## src/rtl/fmcw_defines.sv

```systemverilog
`default_nettype none
// ============================================================================
// Module      : fmcw_defines (package)
// Description : Shared constants, FT2232H byte tags and packetizer state encoding.
// Revision    : 1.0
// ============================================================================
package fmcw_defines;

    localparam logic [7:0] FT_HDR = 8'h80;
    localparam logic [1:0] TAG_HI = 2'b00;
    localparam logic [1:0] TAG_LO = 2'b01;

    typedef enum logic [1:0] {
        ST_IDLE = 2'd0,
        ST_HDR  = 2'd1,
        ST_HI   = 2'd2,
        ST_LO   = 2'd3
    } ft_state_t;

    function automatic logic [7:0] ft_hi_byte(input logic [11:0] sample);
        return {TAG_HI, sample[11:6]};
    endfunction

    function automatic logic [7:0] ft_lo_byte(input logic [11:0] sample);
        return {TAG_LO, sample[5:0]};
    endfunction

endpackage
`default_nettype wire

```

## src/rtl/sync_fifo.sv

```systemverilog
`default_nettype none
// ============================================================================
// Module      : sync_fifo
// Description : Single-clock FIFO with registered pointers; head and next-head
//               entries are visible combinationally.
// Revision    : 1.0
// ============================================================================
module sync_fifo #(
    parameter int WIDTH = 13,
    parameter int DEPTH = 16
) (
    input  logic                       clk,
    input  logic                       rst,
    input  logic                       wr_en,
    input  logic [WIDTH-1:0]           wr_data,
    input  logic                       rd_en,
    output logic [WIDTH-1:0]           rd_data,
    output logic [WIDTH-1:0]           next_data,
    output logic [$clog2(DEPTH):0]     count,
    output logic                       full,
    output logic                       empty
);

    localparam int AW = $clog2(DEPTH);

    logic [WIDTH-1:0] r_mem [DEPTH];
    logic [AW:0]      r_wr_ptr;
    logic [AW:0]      r_rd_ptr;
    logic [AW-1:0]    w_rd_next;

    always_ff @(posedge clk) begin
        if (rst) begin
            r_wr_ptr <= '0;
            r_rd_ptr <= '0;
        end else begin
            if (wr_en) r_wr_ptr <= r_wr_ptr + 1'b1;
            if (rd_en) r_rd_ptr <= r_rd_ptr + 1'b1;
        end
    end

    always_ff @(posedge clk) begin
        if (wr_en) r_mem[r_wr_ptr[AW-1:0]] <= wr_data;
    end

    // Extra pointer bit distinguishes full from empty when the indices match.
    assign w_rd_next = r_rd_ptr[AW-1:0] + {{(AW-1){1'b0}}, 1'b1};
    assign count     = r_wr_ptr - r_rd_ptr;
    assign full      = (count == DEPTH[AW:0]);
    assign empty     = (r_wr_ptr == r_rd_ptr);
    assign rd_data   = r_mem[r_rd_ptr[AW-1:0]];
    assign next_data = r_mem[w_rd_next];

endmodule
`default_nettype wire

```

## src/rtl/ft_packetizer.sv

```systemverilog
`default_nettype none
// ============================================================================
// Module      : ft_packetizer
// Description : Buffers ADC samples and serialises them as header/high/low bytes
//               onto the FT2232H synchronous FIFO write interface.
// Revision    : 1.0
// ============================================================================
module ft_packetizer
    import fmcw_defines::*;
#(
    parameter int IW    = 12,
    parameter int DEPTH = 16
) (
    input  logic          clk,
    input  logic          rst,
    input  logic [IW-1:0] data_i,
    input  logic          valid_i,
    input  logic          frame_start_i,
    input  logic          ft_txe_n,
    output logic [7:0]    ft_data_o,
    output logic          ft_wr_n,
    output logic          overflow_o
);

    localparam int AW = $clog2(DEPTH);

    ft_state_t       r_state;
    ft_state_t       w_next_state;
    logic            r_overflow;
    logic [IW:0]     w_head;
    logic [IW:0]     w_next_head;
    logic [AW:0]     w_count;
    logic            w_full;
    logic            w_empty;
    logic            w_xfer;
    logic            w_pop;
    logic            w_push;
    logic            w_more;
    logic            w_next_fs;

    assign w_xfer = (r_state != ST_IDLE) && !ft_txe_n;
    assign w_pop  = (r_state == ST_LO) && w_xfer;
    // A pop in the same cycle frees the slot, so a full FIFO can still accept.
    assign w_push = valid_i && !rst && (!w_full || w_pop);

    sync_fifo #(
        .WIDTH (IW + 1),
        .DEPTH (DEPTH)
    ) u_fifo (
        .clk       (clk),
        .rst       (rst),
        .wr_en     (w_push),
        .wr_data   ({frame_start_i, data_i}),
        .rd_en     (w_pop),
        .rd_data   (w_head),
        .next_data (w_next_head),
        .count     (w_count),
        .full      (w_full),
        .empty     (w_empty)
    );

    // Successor of the popped head: the stored entry behind it, or the sample
    // being written right now when the popped entry was the only one.
    assign w_more    = (w_count > {{AW{1'b0}}, 1'b1}) || w_push;
    assign w_next_fs = (w_count > {{AW{1'b0}}, 1'b1}) ? w_next_head[IW] : frame_start_i;

    always_ff @(posedge clk) begin
        if (rst) begin
            r_state    <= ST_IDLE;
            r_overflow <= 1'b0;
        end else begin
            r_state <= w_next_state;
            if (valid_i && w_full && !w_pop) r_overflow <= 1'b1;
        end
    end

    always_comb begin
        w_next_state = r_state;
        ft_data_o    = 8'h00;
        ft_wr_n      = 1'b1;
        case (r_state)
            ST_IDLE: begin
                if (!w_empty) w_next_state = w_head[IW] ? ST_HDR : ST_HI;
            end
            ST_HDR: begin
                ft_wr_n   = 1'b0;
                ft_data_o = FT_HDR;
                if (w_xfer) w_next_state = ST_HI;
            end
            ST_HI: begin
                ft_wr_n   = 1'b0;
                ft_data_o = ft_hi_byte(w_head[IW-1:0]);
                if (w_xfer) w_next_state = ST_LO;
            end
            ST_LO: begin
                ft_wr_n   = 1'b0;
                ft_data_o = ft_lo_byte(w_head[IW-1:0]);
                if (w_xfer) begin
                    if (!w_more)        w_next_state = ST_IDLE;
                    else if (w_next_fs) w_next_state = ST_HDR;
                    else                w_next_state = ST_HI;
                end
            end
            default: w_next_state = ST_IDLE;
        endcase
    end

    assign overflow_o = r_overflow;

endmodule
`default_nettype wire

```

## config.mk

```make
export PLATFORM = sky130hd
export DESIGN_NAME = ft_packetizer
export DESIGN_NICKNAME = d
export VERILOG_FILES = /design/src/rtl/fmcw_defines.sv /design/src/rtl/sync_fifo.sv /design/src/rtl/ft_packetizer.sv
export SDC_FILE = /design/constraint.sdc
export NUM_CORES = 1
export LEC_CHECK = 0
export BUFFER_PORTS_ARGS = -buffer_cell sky130_fd_sc_hd__buf_2
export CAP_MARGIN = 20
export CELL_PAD_IN_SITES_DETAIL_PLACEMENT = 0
export CELL_PAD_IN_SITES_GLOBAL_PLACEMENT = 1
export CORE_MARGIN = 10
export CORE_UTILIZATION = 45
export DETAILED_ROUTE_END_ITERATION = 10
export PLACE_DENSITY_LB_ADDON = 0.3
export SYNTH_ARGS = -nofsm -noshare
export SYNTH_HDL_FRONTEND = slang
export SYNTH_HIERARCHICAL = 1
export SYNTH_SLANG_ARGS = --single-unit
```

## constraint.sdc

```tcl
create_clock -name clk -period 3.2 [get_ports clk]
set_input_delay 0.32 -clock clk [delete_from_list [all_inputs] [get_ports clk]]
set_output_delay 0.32 -clock clk [all_outputs]
set_load 0.02 [all_outputs]
```

# Yosys cells after proc, flatten, opt, wreduce, memory -nomap -nowiden

Memories as Yosys holds them, arrays and structs flattened. A register that Yosys moved wholly into a read port is not among the register bits.
Cells that the tools add are included.

Equal/unequal tests: 9
Mux-type cells: 15
Order comparisons: 1
Reductions and logical operators: 16
$add $sub $neg: 4

Operators by type and width:

| kind                                                                            | number |
|---|---|
| 8-bit case mux with 3 select lines                                              | 1 |
| 2-bit two-way mux                                                               | 7 |
| 5-bit by 1-bit adder with 5-bit output, second input constant                   | 2 |
| 4-bit two-way mux                                                               | 2 |
| 2-bit != test, second input constant                                            | 4 |
| 2-bit case mux with 4 select lines                                              | 1 |
| 1-bit logical AND                                                               | 6 |
| 5-bit == test                                                                   | 1 |
| 5-bit == test, second input constant                                            | 1 |
| 5-bit by 1-bit greater-than comparator with 1-bit output, second input constant | 1 |
| 5-bit subtractor                                                                | 1 |
| 4-bit by 1-bit adder with 4-bit output, second input constant                   | 1 |
| 2-bit == test, second input constant                                            | 2 |
| 1-bit logical NOT                                                               | 4 |
| 1-bit two-way mux                                                               | 4 |
| 4-bit AND reduction                                                             | 1 |
| 3-bit OR reduction                                                              | 1 |
| 2-bit by 1-bit == test with 1-bit output, second input constant                 | 1 |
| 2-bit logical NOT                                                               | 1 |
| 1-bit logical OR                                                                | 2 |
| 2-bit nonzero test                                                              | 1 |

Register bits after elaboration: 13
Input bits: 17
Bits in writable memories: 208
Logic and storage cells: 50
Memories kept: 1
Output and inout bits: 10

Memories:

| memory       | depth | bits a word | rd ports | clocked after Yosys merged registers in | wr ports | RTL line        | text |
|---|---|---|---|---|---|---|---|
| u_fifo.r_mem | 16    | 13          | 2        | 1                                       | 1        | sync_fifo.sv:26 | `logic [WIDTH-1:0] r_mem [DEPTH];` |

# Longest topological paths before layout

Gate-level depths: netlist (run 1).

Depth after elaboration: 9
Mapped depth: 13
Gate-level depth less buffers: 12

# Hierarchy

The synthesis (run 1) kept the hierarchy.

Modules (own cells, without submodules):

| module        | instances | area each (um^2) | cells each |
|---|---|---|---|
| sync_fifo     | 1         | 10417.5          | 540 |
| ft_packetizer | 1         | 330.3            | 41 |

# Least setup slack after synthesis (run 1)

No wires, ideal clock.

Path kind: register to register
Start point: reg u_fifo.r_wr_ptr[0]
End point: reg u_fifo.r_wr_ptr[4]
Required time: 3.072 ns
Setup slack: 0.007 ns
Period minus slack after synthesis: 3.193 ns
Library setup time: 0.128 ns
Cell stages (with the launch flop): 13
Data arrival time: 3.066 ns
Cell sequence: dfxtp_1 -> inv_1 -> ha_1 -> fa_1 -> inv_1 -> or3_1 -> a2111oi_0 -> a21oi_1 -> clkbuf_1 -> and3_1 -> and2_1 -> xnor2_1 -> nor2_1

Longest elaborated chain between the ends: 5
Elaborated cells between the ends (all ways): 6

RTL lines:

| item                   | RTL line            | text |
|---|---|---|
| start, declared        | sync_fifo.sv:27     | `logic [AW:0] r_wr_ptr;` |
| start signal, assigned | sync_fifo.sv:36     | `if (wr_en) r_wr_ptr <= r_wr_ptr + 1'b1;` |
| 5-bit subtractor       | sync_fifo.sv:47     | `assign count = r_wr_ptr - r_rd_ptr;` |
| named net w_count[1]   | ft_packetizer.sv:32 | `logic [AW:0] w_count;` |
| 5-bit == test          | sync_fifo.sv:48     | `assign full = (count == DEPTH[AW:0]);` |
| named net w_full       | ft_packetizer.sv:33 | `logic w_full;` |
| 1-bit logical NOT      | ft_packetizer.sv:44 | `assign w_push = valid_i && !rst && (!w_full \|\| w_pop);` |
| 1-bit logical OR       | ft_packetizer.sv:44 |  |
| 1-bit logical AND      | ft_packetizer.sv:44 |  |
| named net w_push       | ft_packetizer.sv:37 | `logic w_push;` |

The timed path passes the listed nets, and every way through them passes these cells.
A chain may end at the register's enable or synchronous reset.

# Worst setup path in the final report (run 1)

Start point: reg u_fifo.r_wr_ptr[0]
End point: mem u_fifo.r_mem[9][7], enable pin

Longest elaborated chain between the ends: 7

RTL lines:

| item                                    | RTL line            | text |
|---|---|---|
| 5-bit subtractor                        | sync_fifo.sv:47     |  |
| named net w_count[2]                    | ft_packetizer.sv:32 |  |
| 5-bit == test                           | sync_fifo.sv:48     |  |
| named net w_full                        | ft_packetizer.sv:33 |  |
| 1-bit logical NOT                       | ft_packetizer.sv:44 |  |
| 1-bit logical OR                        | ft_packetizer.sv:44 |  |
| 1-bit logical AND                       | ft_packetizer.sv:44 |  |
| named net w_push                        | ft_packetizer.sv:37 |  |
| 1-bit two-way mux                       | sync_fifo.sv:42     | `if (wr_en) r_mem[r_wr_ptr[AW-1:0]] <= wr_data;` |
| 1-bit two-way mux (implied by the code) | sync_fifo.sv:42     |  |
| end, declared                           | sync_fifo.sv:26     |  |

The timed path passes the listed nets, and every way through them passes these cells.

==> summary.txt, run 1 <==
Critical path
  • Delay-heaviest family, CP: simple AND/OR/NAND/NOR gates
  • Crit Path Max Fanout: 11
  • Max incr delay on CP: 400 ps
  • R2R Path Start: u_fifo/r_wr_ptr[0]
  • Critical Path, Cell by Cell: inv_1, ha_1, fa_1, xnor2_1, or3_1, a2111oi_4, a21oi_4, buf_4, and3b_1, and2_1, buf_12
  • CP bufs+invs: 3
  • Critical Path Sink Type: flop
  • CP Capture Point: u_fifo/r_mem[9][7]
  • Slowest CP cell: fa_1
  • R2R depth: 11
  • CP required: 3470 ps
  • Arr. time, crit path: 3320 ps
  • WP depth: 11
  • Critical path class: flop to flop
  • CP Launch Point: u_fifo/r_wr_ptr[0]
  • FF-to-FF End: u_fifo/r_mem[9][7]
  • Reg2reg setup slack: 140 ps
  • Startpoint types: flop

Power and ir drop
  • Power share of the combinational group: 3.8%
  • Leakage: 3.53 nW
  • Power Density: 580 nW/um^2
  • Clk pwr share: 43.9%
  • Internal: 4.96 mW
  • Net Sw Frac: 19.9%
  • Power share of the sequential group: 52.3%
  • Worst vdd ir: 454 uV
  • Switching pwr: 1.23 mW

Clock network
  • Max H-tree Level: 1
  • TritonCTS clock tree: built
  • Clock transition at path regs: 60 ps
  • # clock sinks: 225
  • Max clock buf depth: 3
  • Worst-skew pair later-pin latency: 520 ps
  • Root buffer cell: clkbuf_16
  • Hold buffers post-CTS: 0
  • CTS buffer count: 24

STA
  • Max Slew Vio Count: 0
  • Tightest Pin Transition: 1030 ps
  • Slew Limit Headroom: 31.3%
  • Setup_tns: 0 ps
  • Fin Hold WS: 108 ps
  • Max frequency: 327 MHz
  • Layout Skew: 20.9 ps
  • Final period utilization: 95.5%
  • Final hold violations: 0
  • # setup viols final: 0
  • Min Tclk post-route: 3060 ps

Synth
  • Synth Cell Area: 9200 um^2
  • Synth warn: 6
  • Syn avg cell area: 19.2 um^2
  • Syn nets: 507
  • Post-synthesis instance total: 480

Global routing
  • GRT overflow: 0
  • Initial antenna violation count: 0
  • Total Routing Usage GR: 14.5%
  • Largest net degree at the start of global routing: 25
  • Number of global-route vias before repair: 4789
  • First-pass GRT wire length: 29500 um

Placed design
  • HPWL after detailed placement: 12800 um
  • Routability congestion estimate: 0.782
  • Placed cell areas: 9730 um^2
  • Port Buffers: 26
  • Placed instance count: 771

Routing
  • Detailed Route WL: 19100 um
  • Initial DRT Pass Iterations: 5
  • Total number of vias: 4598
  • Post-DRT Antenna Nets: 0
  • Number of DRC markers in iteration 0: 408
  • Routed len/inst: 23.1 um
  • DR vias/cell: 5.56
  • # DRC: 0

Run status
  • Outcome: finished, final reports clean

Layout
  • Layout cell share with drive strength beyond 1: 30.9%
  • Area grow syn2layout: 16.0%
  • Commonest non-fill, non-tap cell in the layout: edfxtp_1
  • Diode count: 0
  • Final #Nets: 566
  • Commonest non-fill, non-tap cells in the layout: edfxtp_1 (208), mux4_2 (55), buf_4 (33)
  • Finished Layout Cells: 827
  • Post-Route Utilization: 52.9%
  • Design Area, Final: 10700 um^2

Die
  • Die Wd: 163 um
  • Die Height: 163 um
  • Initial Utilization: 45.6%
  • Ports: 27
  • # rows: 52
  • Die ar.: 26600 um^2
  • Core footprint: 20200 um^2

Hold path
  • Min-delay worst type: input port to flop
  • Hold_sp: valid_i

Run
  • Max-Cap Viols: 0
## state kept, by name (all words and copies together) (netlist names), named ones only
name             cells
u_fifo/r_wr_ptr      5
overflow_o           1
u_fifo/r_mem       208
r_state              2
u_fifo/r_rd_ptr      5
## cell type report
class / instances / area, um^2
multi-input combinational: 213 / 2430
fill: 1645 / 9490
sequential: 225 / 6590
timing repair buffer: 65 / 489
inverter: 10 / 37.5
clock buffer: 30 / 633
tap: 270 / 338
clock inverter: 14 / 151
## worst register-to-register path, delay by kind of cell (launching register included)
kind	cells	cell delay, ps
xor gates and xnor gates	1	190
adders and majority gates	2	620
DFF	1	340
buffers and inverters	3	390
AOI/OAI and AO/OA	2	470
and+or+nand+nor	3	820
## metal layers
layer  share of wire [%]  track usage [%]  vias to the layer above
li1                    -                -                     2037
met1                  42             18.7                     2415
met2                  52             25.3                      119
met3                 4.7             2.30                       27
met4                 1.6             2.95                        0
met5                   0                0                        -
## stage by stage
| stage | total power, mW | setup WS (ps) |
|---|---|---|
| after floorplan | 3.42 | 6.83 |
| after global placement | 3.52 | -91.6 |
| after detailed placement | 3.53 | -228 |
| after CTS | 6.24 | 6.04 |
| after global routing | 6.39 | -9.65 |
| final | 6.19 | 144 |
## worst min path at each step
| stage | endpoint | depth (start not counted) | slack (ps) |
|---|---|---|---|
| 2_1_floorplan | r_state[0] | 1 | 390 |
| 3_3_place_gp | overflow_o | 2 | 450 |
| 3_5_place_dp | overflow_o | 2 | 460 |
| 4_1_cts | overflow_o | 3 | 100 |
| 5_1_grt | overflow_o | 3 | 140 |
| 6_report | overflow_o | 3 | 110 |
## timing repair
action	CTS	global route
gates cloned	0	0
resized for setup	7	13
setup buffers	0	12
pin swaps	0	1
setup endpoints to repair	205	132
## power groups by stage
stage | clock network [mW] | logic (mW) | registers [mW]
2_1_floorplan | 0 | 0.117 | 3.30
3_3_place_gp | 0 | 0.227 | 3.30
3_5_place_dp | 0 | 0.234 | 3.30
4_1_cts | 2.77 | 0.234 | 3.24
5_1_grt | 2.90 | 0.257 | 3.24
6_report | 2.72 | 0.234 | 3.24
Note: power is estimated with default switching activity, not from simulation.
==> run 2, diff against run 1 <==
- CORE_ASPECT_RATIO: default -> 0.75
==> run 2 against run 1 <==
  * Highest routed layer unchanged
  * Combinational power about the same
  * Register-to-register slack better by 80 ps
  * Core utilization down 0.20 points
  * Power down 0.27%
==> summary.txt, run 2 (synthesized netlist as in run 1, its figures left out) <==
Layout
  • Commonest non-fill, non-tap cells in the layout: edfxtp_1 (208), mux4_2 (55), buf_4 (37)
  • Post-Route Utilization: 52.7%
  • Design Area, Final: 10600 um^2
  • Commonest non-fill, non-tap cell in the layout: edfxtp_1
  • Final #Nets: 567
  • Layout cell share with drive strength beyond 1: 30.4%
  • Area grow syn2layout: 15.5%
  • Finished Layout Cells: 815
  • Max reg flops: 208

Die
  • Core footprint: 20200 um^2
  • # rows: 45
  • Ports: 27
  • Initial Utilization: 45.6%
  • Die Wd: 185 um
  • Die Height: 144 um
  • Die ar.: 26600 um^2

Global routing
  • GRT overflow: 0
  • Total Routing Usage GR: 15.1%
  • First-pass GRT wire length: 29900 um
  • Largest net degree at the start of global routing: 28
  • Number of global-route vias before repair: 4729
  • Initial antenna violation count: 1

Power and ir drop
  • Power Density: 581 nW/um^2
  • Power share of the combinational group: 3.8%
  • Power share of the sequential group: 52.5%
  • Worst vdd ir: 368 uV
  • Leakage: 3.54 nW
  • Internal: 4.95 mW
  • Net Sw Frac: 19.7%
  • Clk pwr share: 43.7%
  • Switching pwr: 1.22 mW

Critical path
  • Arr. time, crit path: 2670 ps
  • CP bufs+invs: 2
  • Critical Path Sink Type: output pin
  • CP required: 2880 ps
  • Slowest CP cell: mux4_2
  • Startpoint types: flop
  • Delay-heaviest family, CP: multiplexers
  • Max incr delay on CP: 560 ps
  • Crit Path Max Fanout: 13
  • Critical Path, Cell by Cell: buf_4, mux4_2, a22oi_1, nand2_1, mux2i_1, nor2b_1, buf_2
  • Critical path class: flop to output pin

Clock network
  • TritonCTS clock tree: built
  • Root buffer cell: clkbuf_16
  • Clock transition at path regs: 60 ps
  • Hold buffers post-CTS: 0
  • Max H-tree Level: 1
  • # clock sinks: 225
  • Max clock buf depth: 3
  • CTS buffer count: 22
  • Worst-skew pair later-pin latency: 500 ps

STA
  • Max frequency: 334 MHz
  • # setup viols final: 0
  • Final period utilization: 93.4%
  • Layout Skew: 13.4 ps
  • Setup_tns: 0 ps
  • Final setup margin: 210 ps
  • Tightest Pin Transition: 1010 ps
  • Final hold violations: 0
  • Slew Limit Headroom: 32.3%
  • Min Tclk post-route: 2990 ps
  • Max Slew Vio Count: 0

Placed design
  • Placed instance count: 773
  • Placed cell areas: 9810 um^2
  • Port Buffers: 26
  • HPWL after detailed placement: 13500 um
  • Routability congestion estimate: 0.844
  • Pre-CTS setup slack: -94.5 ps

Run status
  • Outcome: finished, final reports clean

Routing
  • DR vias/cell: 5.70
  • Detailed Route WL: 19800 um
  • Total number of vias: 4648
  • Number of DRC markers in iteration 0: 342
  • Post-DRT Antenna Nets: 0
  • Initial DRT Pass Iterations: 5
  • Routed len/inst: 24.3 um
  • # DRC: 0

Hold path
  • Min-delay worst type: input port to flop

Run
  • Max-Cap Viols: 0
[run 2: changes by cell type in the layout (fill, tap and decap cells not counted), moves of 2 or more]
cell,before,now
clkinv_1,6,3
clkinv_4,0,2
buf_4,33,37
and2_1,11,16
clkbuf_1,5,3
and2_4,2,0
and2_2,6,3
[run 2: path summary, 6_finish.rpt]
kind                      startpoint            endpoint  slack, ps  depth (start not counted)
setup / recovery                flop        ft_data_o[0]        210                          7
hold / removal               valid_i          overflow_o         90                          3
setup reg to reg  u_fifo/r_wr_ptr[0]  u_fifo/r_mem[2][3]        220                         12
hold reg to reg           overflow_o          overflow_o        480                          2
[run 2: per-stage QoR]
stage / total power, mW / hold slack (ps)
6_report: 6.17 / 91.9
5_1_grt: 6.37 / 90.0
4_1_cts: 6.23 / 76.4
3_5_place_dp: 3.54 / 470
3_3_place_gp: 3.53 / 456
2_1_floorplan: 3.42 / 386
[run 2: cell type report]
cell class / instances / area (um^2)
Multi-Input combinational cell: 213 / 2400
Inverter: 10 / 37.5
Clock inverter: 14 / 183
Timing Repair Buffer: 68 / 503
Tap cell: 258 / 323
Antenna cell: 1 / 2.50
Fill cell: 1581 / 9530
Sequential cell: 225 / 6590
Clock buffer: 26 / 587
[run 2: worst reg2reg max path, delay by kind of cell, from the launching register on]
| kind | cells | cell delay, ps |
|---|---|---|
| adder cells (fa/ha/maj) | 2 | 660 |
| AND/OR/NAND/NOR | 3 | 650 |
| buffers and inverters | 4 | 570 |
| AO/OA/AOI/OAI | 2 | 350 |
| flip-flops | 1 | 330 |
| XOR/XNOR | 1 | 190 |
[run 2: power by group through the flow]
stage / Sequential, mW / Combinational [mW] / Clock, mW
after global placement: 3.30 / 0.229 / 0
after global routing: 3.24 / 0.255 / 2.88
after floorplan: 3.30 / 0.117 / 0
final: 3.24 / 0.233 / 2.70
after detailed placement: 3.31 / 0.234 / 0
after CTS: 3.24 / 0.235 / 2.75
[run 2: what timing repair did]
item,CTS,global route
setup buffers,0,1
gates cloned,0,0
gates resized for setup,4,5
setup endpoints to repair,55,137
[run 2: routing by layer]
metal  global-route usage [%]  vias to the layer above  wire [um]
met5                        0                        -          0
met4                     3.41                        0        358
met3                     3.36                       23       1150
met2                     21.5                      122       8590
met1                     23.0                     2461       9690
li1                         -                     2042          -
